## src/rtl/bcd_pkg.sv

```systemverilog
// Purpose : shared digit constants, FSM state encoding and BCD helpers for the serial subtractor.
// Latency : n/a (declarations only).
// Backpres: n/a (declarations only).
package bcd_pkg;

    localparam int         DIGIT_W  = 4;
    localparam logic [3:0] BCD_MAX  = 4'd9;
    localparam logic [4:0] BCD_BASE = 5'd10;

    typedef enum logic [1:0] {
        IDLE = 2'd0,
        SUB  = 2'd1,
        COMP = 2'd2,
        DONE = 2'd3
    } state_t;

    // A nibble is a legal decimal digit when it does not exceed 9.
    function automatic logic is_bcd(input logic [DIGIT_W-1:0] digit);
        return (digit <= BCD_MAX);
    endfunction

endpackage : bcd_pkg

```

## src/rtl/bcd_digit_cell.sv

```systemverilog
// Purpose : one decimal digit of x + (9 - y) + cin with decimal correction.
// Latency : combinational, zero cycles.
// Backpres: none; pure function of its inputs.
//
// Ports:
//   x    in  4  addend digit (minuend digit, or 0 when complementing)
//   y    in  4  digit to nine's-complement (subtrahend or previous result digit)
//   cin  in  1  decimal carry in
//   d    out 4  corrected result digit, 0..9
//   cout out 1  decimal carry out
module bcd_digit_cell
    import bcd_pkg::*;
(
    input  logic [DIGIT_W-1:0] x,
    input  logic [DIGIT_W-1:0] y,
    input  logic               cin,
    output logic [DIGIT_W-1:0] d,
    output logic               cout
);

    logic [DIGIT_W-1:0] nine_comp;
    logic [DIGIT_W:0]   sum;
    logic [DIGIT_W:0]   sum_corr;

    // Inputs are already known to be legal digits, so the raw sum spans 0..19
    // and a single subtraction of ten is the only correction ever needed.
    assign nine_comp = BCD_MAX - y;
    assign sum       = {1'b0, x} + {1'b0, nine_comp} + {{DIGIT_W{1'b0}}, cin};
    assign sum_corr  = sum - BCD_BASE;

    always_comb begin
        if (sum >= BCD_BASE) begin
            d    = sum_corr[DIGIT_W-1:0];
            cout = 1'b1;
        end else begin
            d    = sum[DIGIT_W-1:0];
            cout = 1'b0;
        end
    end

endmodule : bcd_digit_cell

```

## src/rtl/bcd_serial_subtractor.sv

```systemverilog
// Purpose : digit-serial BCD A-B, LSD first, with a second serial pass producing sign-magnitude output.
// Latency : start-accept edge is cycle 0; done in cycle NDIG+1 (A>=B), 2*NDIG+1 (A<B), or 1 (illegal digit).
// Backpres: start is ignored while busy; results hold from done until the next accepted start.
//
// Ports:
//   clk   in  1       rising-edge clock
//   rst_n in  1       asynchronous active-low reset
//   start in  1       operation request, accepted only when busy=0
//   a     in  4*NDIG  minuend, packed BCD, digit 0 in bits [3:0]
//   b     in  4*NDIG  subtrahend, packed BCD
//   busy  out 1       operation in progress (SUB, COMP, DONE)
//   done  out 1       one-cycle pulse when diff/neg/err are valid
//   diff  out 4*NDIG  magnitude |A-B|, packed BCD
//   neg   out 1       A < B
//   err   out 1       an operand contained a digit greater than 9
module bcd_serial_subtractor
    import bcd_pkg::*;
#(
    parameter int NDIG = 4
) (
    input  logic                    clk,
    input  logic                    rst_n,
    input  logic                    start,
    input  logic [DIGIT_W*NDIG-1:0] a,
    input  logic [DIGIT_W*NDIG-1:0] b,
    output logic                    busy,
    output logic                    done,
    output logic [DIGIT_W*NDIG-1:0] diff,
    output logic                    neg,
    output logic                    err
);

    localparam int                VEC_W = DIGIT_W * NDIG;
    localparam int                IDX_W = (NDIG > 1) ? $clog2(NDIG) : 1;
    localparam logic [IDX_W-1:0]  LAST  = IDX_W'(NDIG - 1);

    state_t             state_q, state_d;
    logic [VEC_W-1:0]   a_q, a_d;
    logic [VEC_W-1:0]   b_q, b_d;
    logic [VEC_W-1:0]   diff_q, diff_d;
    logic               neg_q, neg_d;
    logic               err_q, err_d;
    logic [IDX_W-1:0]   idx_q, idx_d;
    logic               carry_q, carry_d;

    logic [DIGIT_W-1:0] cell_x;
    logic [DIGIT_W-1:0] cell_y;
    logic [DIGIT_W-1:0] cell_d;
    logic               cell_cout;

    function automatic logic has_bad_digit(input logic [VEC_W-1:0] v);
        logic bad;
        bad = 1'b0;
        for (int i = 0; i < NDIG; i++) begin
            if (!is_bcd(v[i*DIGIT_W +: DIGIT_W])) begin
                bad = 1'b1;
            end
        end
        return bad;
    endfunction

    // One shared cell: the subtract pass feeds (a, b), the complement pass
    // feeds (0, diff) so the result is ten's-complemented in place.
    always_comb begin
        if (state_q == COMP) begin
            cell_x = '0;
            cell_y = diff_q[idx_q*DIGIT_W +: DIGIT_W];
        end else begin
            cell_x = a_q[idx_q*DIGIT_W +: DIGIT_W];
            cell_y = b_q[idx_q*DIGIT_W +: DIGIT_W];
        end
    end

    bcd_digit_cell u_cell (
        .x    (cell_x),
        .y    (cell_y),
        .cin  (carry_q),
        .d    (cell_d),
        .cout (cell_cout)
    );

    always_ff @(posedge clk or negedge rst_n) begin
        if (!rst_n) begin
            state_q <= IDLE;
            a_q     <= '0;
            b_q     <= '0;
            diff_q  <= '0;
            neg_q   <= 1'b0;
            err_q   <= 1'b0;
            idx_q   <= '0;
            carry_q <= 1'b0;
        end else begin
            state_q <= state_d;
            a_q     <= a_d;
            b_q     <= b_d;
            diff_q  <= diff_d;
            neg_q   <= neg_d;
            err_q   <= err_d;
            idx_q   <= idx_d;
            carry_q <= carry_d;
        end
    end

    always_comb begin
        state_d = state_q;
        a_d     = a_q;
        b_d     = b_q;
        diff_d  = diff_q;
        neg_d   = neg_q;
        err_d   = err_q;
        idx_d   = idx_q;
        carry_d = carry_q;

        case (state_q)
            IDLE: begin
                if (start) begin
                    a_d     = a;
                    b_d     = b;
                    diff_d  = '0;
                    neg_d   = 1'b0;
                    idx_d   = '0;
                    carry_d = 1'b1;
                    // Legality is judged on the live inputs so an illegal
                    // operand is flagged without spending a subtract pass.
                    if (has_bad_digit(a) || has_bad_digit(b)) begin
                        err_d   = 1'b1;
                        state_d = DONE;
                    end else begin
                        err_d   = 1'b0;
                        state_d = SUB;
                    end
                end
            end

            SUB: begin
                diff_d[idx_q*DIGIT_W +: DIGIT_W] = cell_d;
                carry_d = cell_cout;
                if (idx_q == LAST) begin
                    idx_d = '0;
                    if (cell_cout) begin
                        state_d = DONE;
                    end else begin
                        // No final carry: the stored digits are the ten's
                        // complement of |A-B|, so undo it in a second pass.
                        neg_d   = 1'b1;
                        carry_d = 1'b1;
                        state_d = COMP;
                    end
                end else begin
                    idx_d = idx_q + IDX_W'(1);
                end
            end

            COMP: begin
                diff_d[idx_q*DIGIT_W +: DIGIT_W] = cell_d;
                carry_d = cell_cout;
                if (idx_q == LAST) begin
                    // The carry out of the top digit carries no information here.
                    idx_d   = '0;
                    carry_d = 1'b0;
                    state_d = DONE;
                end else begin
                    idx_d = idx_q + IDX_W'(1);
                end
            end

            DONE: begin
                state_d = IDLE;
            end

            default: begin
                state_d = IDLE;
            end
        endcase
    end

    assign busy = (state_q != IDLE);
    assign done = (state_q == DONE);
    assign diff = diff_q;
    assign neg  = neg_q;
    assign err  = err_q;

endmodule : bcd_serial_subtractor
```

## config.mk

```make
export PLATFORM = sky130hd
export DESIGN_NAME = bcd_serial_subtractor
export DESIGN_NICKNAME = d
export VERILOG_FILES = /design/src/rtl/bcd_pkg.sv /design/src/rtl/bcd_digit_cell.sv /design/src/rtl/bcd_serial_subtractor.sv
export SDC_FILE = /design/constraint.sdc
export NUM_CORES = 1
export LEC_CHECK = 0
export CAP_MARGIN = 20
export CORE_MARGIN = 4
export CORE_UTILIZATION = 40
export DETAILED_ROUTE_END_ITERATION = 10
export DONT_BUFFER_PORTS = 1
export SLEW_MARGIN = 20
export SYNTH_ARGS = -nofsm -noshare
export SYNTH_HDL_FRONTEND = slang
export SYNTH_SLANG_ARGS = --single-unit
```

## constraint.sdc

```tcl
create_clock -name clk -period 5.65 [get_ports clk]
set_input_delay 0.565 -clock clk [delete_from_list [all_inputs] [get_ports clk]]
set_output_delay 0.565 -clock clk [all_outputs]
set_load 0.005 [all_outputs]
```

# Word-level counts from Yosys, hierarchy flattened
# Cells that the tools add are included.
op_classes:
  addsub: 6
  mul: 0
  div_mod_pow: 0
  n_lt_le_gt_ge: 9
  n_eq_ne: 8
  n_shift: 5
  muxes: 37
  n_bitwise: 0
  n_reduce_logical: 12
op_table:
  columns: ["cell", "count"]
  rows:
  - ["variable part select 16 x 5 -> 4 bit", 3]
  - ["negation 4 -> 34 bit", 1]
  - ["variable shift 4 x 34 -> 16 bit, first input constant", 1]
  - ["variable part select 4 x 34 -> 16 bit", 1]
  - ["less-or-equal comparator 4 bit, second input constant", 8]
  - ["one-hot mux 16 bit (2 select lines)", 1]
  - ["2-to-1 mux 1 bit", 21]
  - ["bitwise mux 16 bit", 1]
  - ["2-to-1 mux 16 bit", 1]
  - ["2-to-1 mux 2 bit", 6]
  - ["2-to-1 mux 4 bit", 3]
  - ["one-hot mux 2 bit (4 select lines)", 1]
  - ["equality test 2 bit, second input constant", 3]
  - ["!= test 2 bit, second input constant", 3]
  - ["AND reduction 2 bit", 3]
  - ["nonzero test 2 bit", 3]
  - ["adder 4 x 4 -> 5 bit", 1]
  - ["adder 5 x 1 -> 5 bit", 1]
  - [">= comparator 5 x 4 -> 1 bit, second input constant", 1]
  - ["one-hot mux 2 bit (2 select lines)", 1]
  - ["AND reduction 4 bit", 1]
  - ["subtractor 4 bit, first input constant", 1]
  - ["subtractor 4 bit, second input constant", 1]
  - ["one-hot mux 1 bit (3 select lines)", 1]
  - ["9 further kinds", 9]
totals:
  register_bits: 55
  latchBits: 0
  ramBits: 0
  romBits: 0
  input_bits: 35
  out_inout_bits: 20
  word_cells: 85
  mem_count: 0

# Longest topological paths before layout
depth:
  word_depth: 11
  mapped_depth: 17
  mapped_depth_nobuf: 15

# Hierarchy
# From an unflattened synthesis, not the netlist that was laid out.
unflattened:
  cells_unflattened: 238
  hier_area_um2: 3103.0
modules_own_cells:
  columns: ["module", "instances", "cells_per_inst", "area_each_um2", "seq_area_each_um2"]
  rows:
  - ["bcd_serial_subtractor", 1, 200, 2773.9, 1376.3]
  - ["bcd_digit_cell", 1, 38, 329.1, 0.0]

# Least setup slack after synthesis
# Ideal clock, no wire load.
synth_path:
  path_kind: "register to register"
  start: "register state_q[0]"
  end: "register diff_q[10], in the netlist diff[10]"
  setup_time_ns: 0.121
  arrival_ns: 3.585
  required_time_ns: 5.529
  slack_ns: 1.944
  path_stages_with_launch: 17
  n_path_buf: 1
  period_less_slack_ns: 3.706
  cell_sequence: "dfrtp_1 > inv_1 > ha_1 > clkbuf_1 > mux4_2 > nand2_1 > nand2_1 > fa_1 > inv_1 > fa_1 > inv_1 > ha_1 > inv_1 > a31o_4 > a31oi_2 > o221ai_2 > a22o_1"
synth_between:
  elab_chain_len: 10
  elab_cells_between_ends: 18
  cone_classes: "add/sub: 4; order compare: 1; eq/ne: 3; shift: 1; mux: 5; reduce/logical: 4"
synth_rtl:
  columns: ["item", "line_no", "rtl"]
  rows:
  - ["start, declared", "bcd_serial_subtractor.sv:37", "state_t state_q, state_d;"]
  - ["start signal, assigned", "bcd_serial_subtractor.sv:93", "state_q <= state_d;"]
  - ["equality test 2 bit", "bcd_serial_subtractor.sv:65, bcd_serial_subtractor.sv:114", null]
  - ["2-to-1 mux 4 bit", "bcd_serial_subtractor.sv:65", "if (state_q == COMP) begin"]
  - ["subtractor 4 bit", "bcd_digit_cell.sv:27", "assign nine_comp = BCD_MAX - y;"]
  - ["adder 4 x 4 -> 5 bit", "bcd_digit_cell.sv:28", "assign sum = {1'b0, x} + {1'b0, nine_comp} + {{DIGIT_W{1'b0}}, cin};"]
  - ["adder 5 x 1 -> 5 bit", "bcd_digit_cell.sv:28", null]
  - ["subtractor 4 bit / >= comparator 5 x 4 -> 1 bit (equally long branches)", "bcd_digit_cell.sv:29, bcd_digit_cell.sv:32", null]
  - ["2-to-1 mux 4 bit", "bcd_digit_cell.sv:32", "if (sum >= BCD_BASE) begin"]
  - ["variable part select 4 x 34 -> 16 bit", "bcd_serial_subtractor.sv:136, bcd_serial_subtractor.sv:155", null]
  - ["bitwise mux 16 bit", "bcd_serial_subtractor.sv:136, bcd_serial_subtractor.sv:155", null]
  - ["one-hot mux 16 bit (2 select lines)", "bcd_serial_subtractor.sv:114", "case (state_q)"]
  - ["end signal, assigned", "bcd_serial_subtractor.sv:96", "diff_q <= diff_d;"]
  - ["end, declared", "bcd_serial_subtractor.sv:40", "logic [VEC_W-1:0] diff_q, diff_d;"]
# Parallel ways exist; a longest one is shown, timed or not.
# A chain may end at the register's enable or synchronous reset.

# Worst setup path in the final report
layout_path:
  start: "register state_q[0]"
  end: "register diff_q[3], in the netlist diff[3]"
# Same word-level chain as after synthesis.

==> results.sh <==
export IMPL_outcome="finished, final reports clean"
export IMPL_crit_path_frequent_cell="ha_1"
export IMPL_synth_distinct_cells=49
export IMPL_track_usage=0.1681
export IMPL_dieArea_um2=9281
export IMPL_core_area_um2=7408
export IMPL_cp_end_kind="flop"
export IMPL_crit_chain="inv_1, ha_1, mux4_2, mux2i_1, ha_1, ha_1, xnor2_2, ha_1, inv_1, a21oi_1, a311oi_1, a211oi_1, o21ai_1"
export IMPL_dr_max_layer_used="met4"
export IMPL_rows=31
export IMPL_clock_path_buffers=2
export IMPL_regArea_um2=1376
export IMPL_fillCellCount=674
export IMPL_slowest_stage="mux4_2"
export IMPL_grt_max_degree=56
export IMPL_dpl_hpwl_um=5597
export IMPL_worst_pin_slew_ns=0.6812
export IMPL_ios=55
export IMPL_syn_instance_count=265
export IMPL_slowest_delay_ns=0.58
export IMPL_arrival_ns=4.40
export IMPL_final_util=0.4492
export IMPL_path_class="flop to flop"
export IMPL_setup_worst_path_start_class="flop"
export IMPL_fp_dieH_um=96.34
export IMPL_start_util=0.4214
export IMPL_layout_nets=316
export IMPL_grt_pass1_wl_um=11730
export IMPL_finalSetupTns_ns=0
export IMPL_wl_met1_um=2991
export IMPL_r2r_cells=13
export IMPL_final_layout_size_suffix_gt1_frac=0.2472
export IMPL_wirelength_um=7207
export IMPL_routed_wl_met2_um=3332
export IMPL_min_period_over_period=0.7466
export IMPL_ant_nets=0
export IMPL_globalRouteOverflowTotal=0
export IMPL_clk_latency_ns=0.31
export IMPL_syn_nets=315
export IMPL_fin_skew_ns=0.004948
export IMPL_timing_final_hold_violations=0
export IMPL_grt_pass1_vias=2207
export IMPL_hold_path_class="input pin to asynchronous set/reset pin"
export IMPL_post_route_min_period_ns=4.218
export IMPL_fmax_mhz=237.1
export IMPL_reg2reg_slack_ns=1.43
export IMPL_yosysWarnings=0
export IMPL_area_growth_pct=6.613
export IMPL_async_flop_share=1.000
export IMPL_via_count=2088
export IMPL_ys_flop_type="dfrtp_1"
export IMPL_cts_num_sinks=55
export IMPL_slew_viol_final=0
export IMPL_clk_pin_slew_ns=0.10
export IMPL_cts_root_buf="clkbuf_8"
export IMPL_rsz0062_at_grt="no"
export IMPL_multi_input_area_um2=1630
export IMPL_cp_max_fo=14
export IMPL_antennaDiodeCount=0
export IMPL_crit_required_ns=5.83
export IMPL_max_slew_margin=0.5411
export IMPL_cts_tree="yes"
export IMPL_first_iter_violations=151
export IMPL_antenna_found_initial=0
export IMPL_gp_congestion=0.8663
export IMPL_post_cts_resized=0
export IMPL_die_w_um=96.34
export IMPL_syn_avg_cell_area_um2=11.78
export IMPL_ctsHtreeMaxLevel=2
export IMPL_drc=0
export IMPL_maxCapViolations=0
export IMPL_cts_buffers=5
export IMPL_synthesis_area_um2=3122
export IMPL_preCtsSetupSlack_ns=1.441
export IMPL_finalSetupViolations=0
export IMPL_viasPerCell=5.705
export IMPL_route_met3_wl_um=726
export IMPL_worst_slack_ns=1.432
export IMPL_first_pass_iters=4
export IMPL_ys_seq_elements=55
export IMPL_port_buffer_count=0
export IMPL_synth_edf_count=0
export IMPL_wl_per_cell_um=19.69
export IMPL_yosysSeqAreaShare=0.4409
Yosys cell counts (2+ instances only):
cell type | number | area, um^2
dfrtp_1 | 55 | 1376
nand3_1 | 4 | 20.02
mux2i_1 | 3 | 30.03
nand2_1 | 20 | 75.07
inv_2 | 2 | 7.510
mux4_2 | 12 | 270.3
clkbuf_1 | 2 | 7.510
a22o_1 | 4 | 35.03
nor2b_1 | 4 | 25.02
nand4_1 | 5 | 31.28
buf_2 | 5 | 25.02
nand2b_1 | 2 | 12.51
o21a_1 | 2 | 15.01
o21ai_1 | 7 | 35.03
or2_0 | 2 | 12.51
a21oi_1 | 9 | 45.04
a221o_1 | 3 | 30.03
mux2_2 | 33 | 371.6
inv_1 | 13 | 48.80
buf_6 | 2 | 22.52
o21ai_0 | 17 | 85.08
ha_1 | 13 | 162.7
a211oi_1 | 3 | 22.52
xnor2_1 | 2 | 17.52
nor2_1 | 16 | 60.06
fa_1 | 2 | 40.04
cell type report:
type,instances,share of cell area
multi-input combinational,185,0.4898
sequential,55,0.4135
tap,99,0.03722
clock buffer,7,0.02594
inverter,16,0.01805
timing repair buffer,3,0.01278
clock inverter,1,0.002632
worst paths after layout:
path | startpoint | endpoint
min | rst_n | b_q[12]$_DFFE_PN0P_
min in group clk | b[10] | b_q[10]$_DFFE_PN0P_
max | state_q[0]$_DFFE_PN0P_ | diff[3]$_DFFE_PN0P_
min reg2reg | a_q[12]$_DFFE_PN0P_ | a_q[12]$_DFFE_PN0P_
max reg2reg | state_q[0]$_DFFE_PN0P_ | diff[3]$_DFFE_PN0P_
max in group asynchronous | rst_n | diff[6]$_DFFE_PN0P_
placed cells by master, fill, tap and decap left out, drive strengths merged, types with 7 or more instances in the layout:
master / count
clkbuf: 7
nand2: 20
inv: 15
a21oi: 9
nor2: 16
o21ai: 25
mux4: 12
ha: 13
dfrtp: 55
mux2: 33
per-layer routing:
| layer | up-vias | track usage |
|---|---|---|
| li1 | 984 | - |
| met1 | 1013 | 0.2083 |
| met2 | 80 | 0.2766 |
| met3 | 11 | 0.06333 |
| met4 | 0 | 0.04322 |
| met5 | - | 0 |
critical path, delay by kind of cell (launching register included):
family          cells  cell delay [ns]
compound gates      4             0.91
fa+ha+maj           4             1.44
flops               1             0.45
buf+inv             2             0.22
xor+xnor            1             0.32
mux                 2             0.77
what timing repair did:
action,4_1_cts,5_1_grt
setup buffers,0,0
hold buffers,1,0
endpoints found under the hold margin,55,0
state kept, by name (all words and copies together), names as in the netlist:
name / count
neg: 1
idx_q: 2
a_q: 16
err: 1
b_q: 16
diff: 16
carry_q: 1
state_q: 2
cells by family (layout without fill, tap and decap cells):
| kind of cell | count (synthesis) | count (layout) | synth area share |
|---|---|---|---|
| flip-flops | 55 | 55 | 0.4409 |
| XOR/XNOR | 3 | 3 | 0.01082 |
| AO/OA/AOI/OAI | 62 | 62 | 0.1439 |
| buffers and inverters | 25 | 27 | 0.03687 |
| multiplexers | 49 | 49 | 0.2196 |
| adder cells (fa/ha/maj) | 15 | 15 | 0.06493 |
| AND/OR/NAND/NOR | 56 | 56 | 0.08297 |
through the flow:
step / hold WS [ns] / cell area, um^2 / std cells
floorplan: 0.2694 / 3122 / 265
global placement: 0.2716 / 3206 / 357
detailed placement: 0.2709 / 3206 / 357
CTS: 0.1093 / 3328 / 366
global route: 0.1053 / 3328 / 366
finish: 0.1006 / 3328 / 366
Power is not shown: default switching activity piles up to over one toggle a cycle in this logic, so the estimate is an artifact.
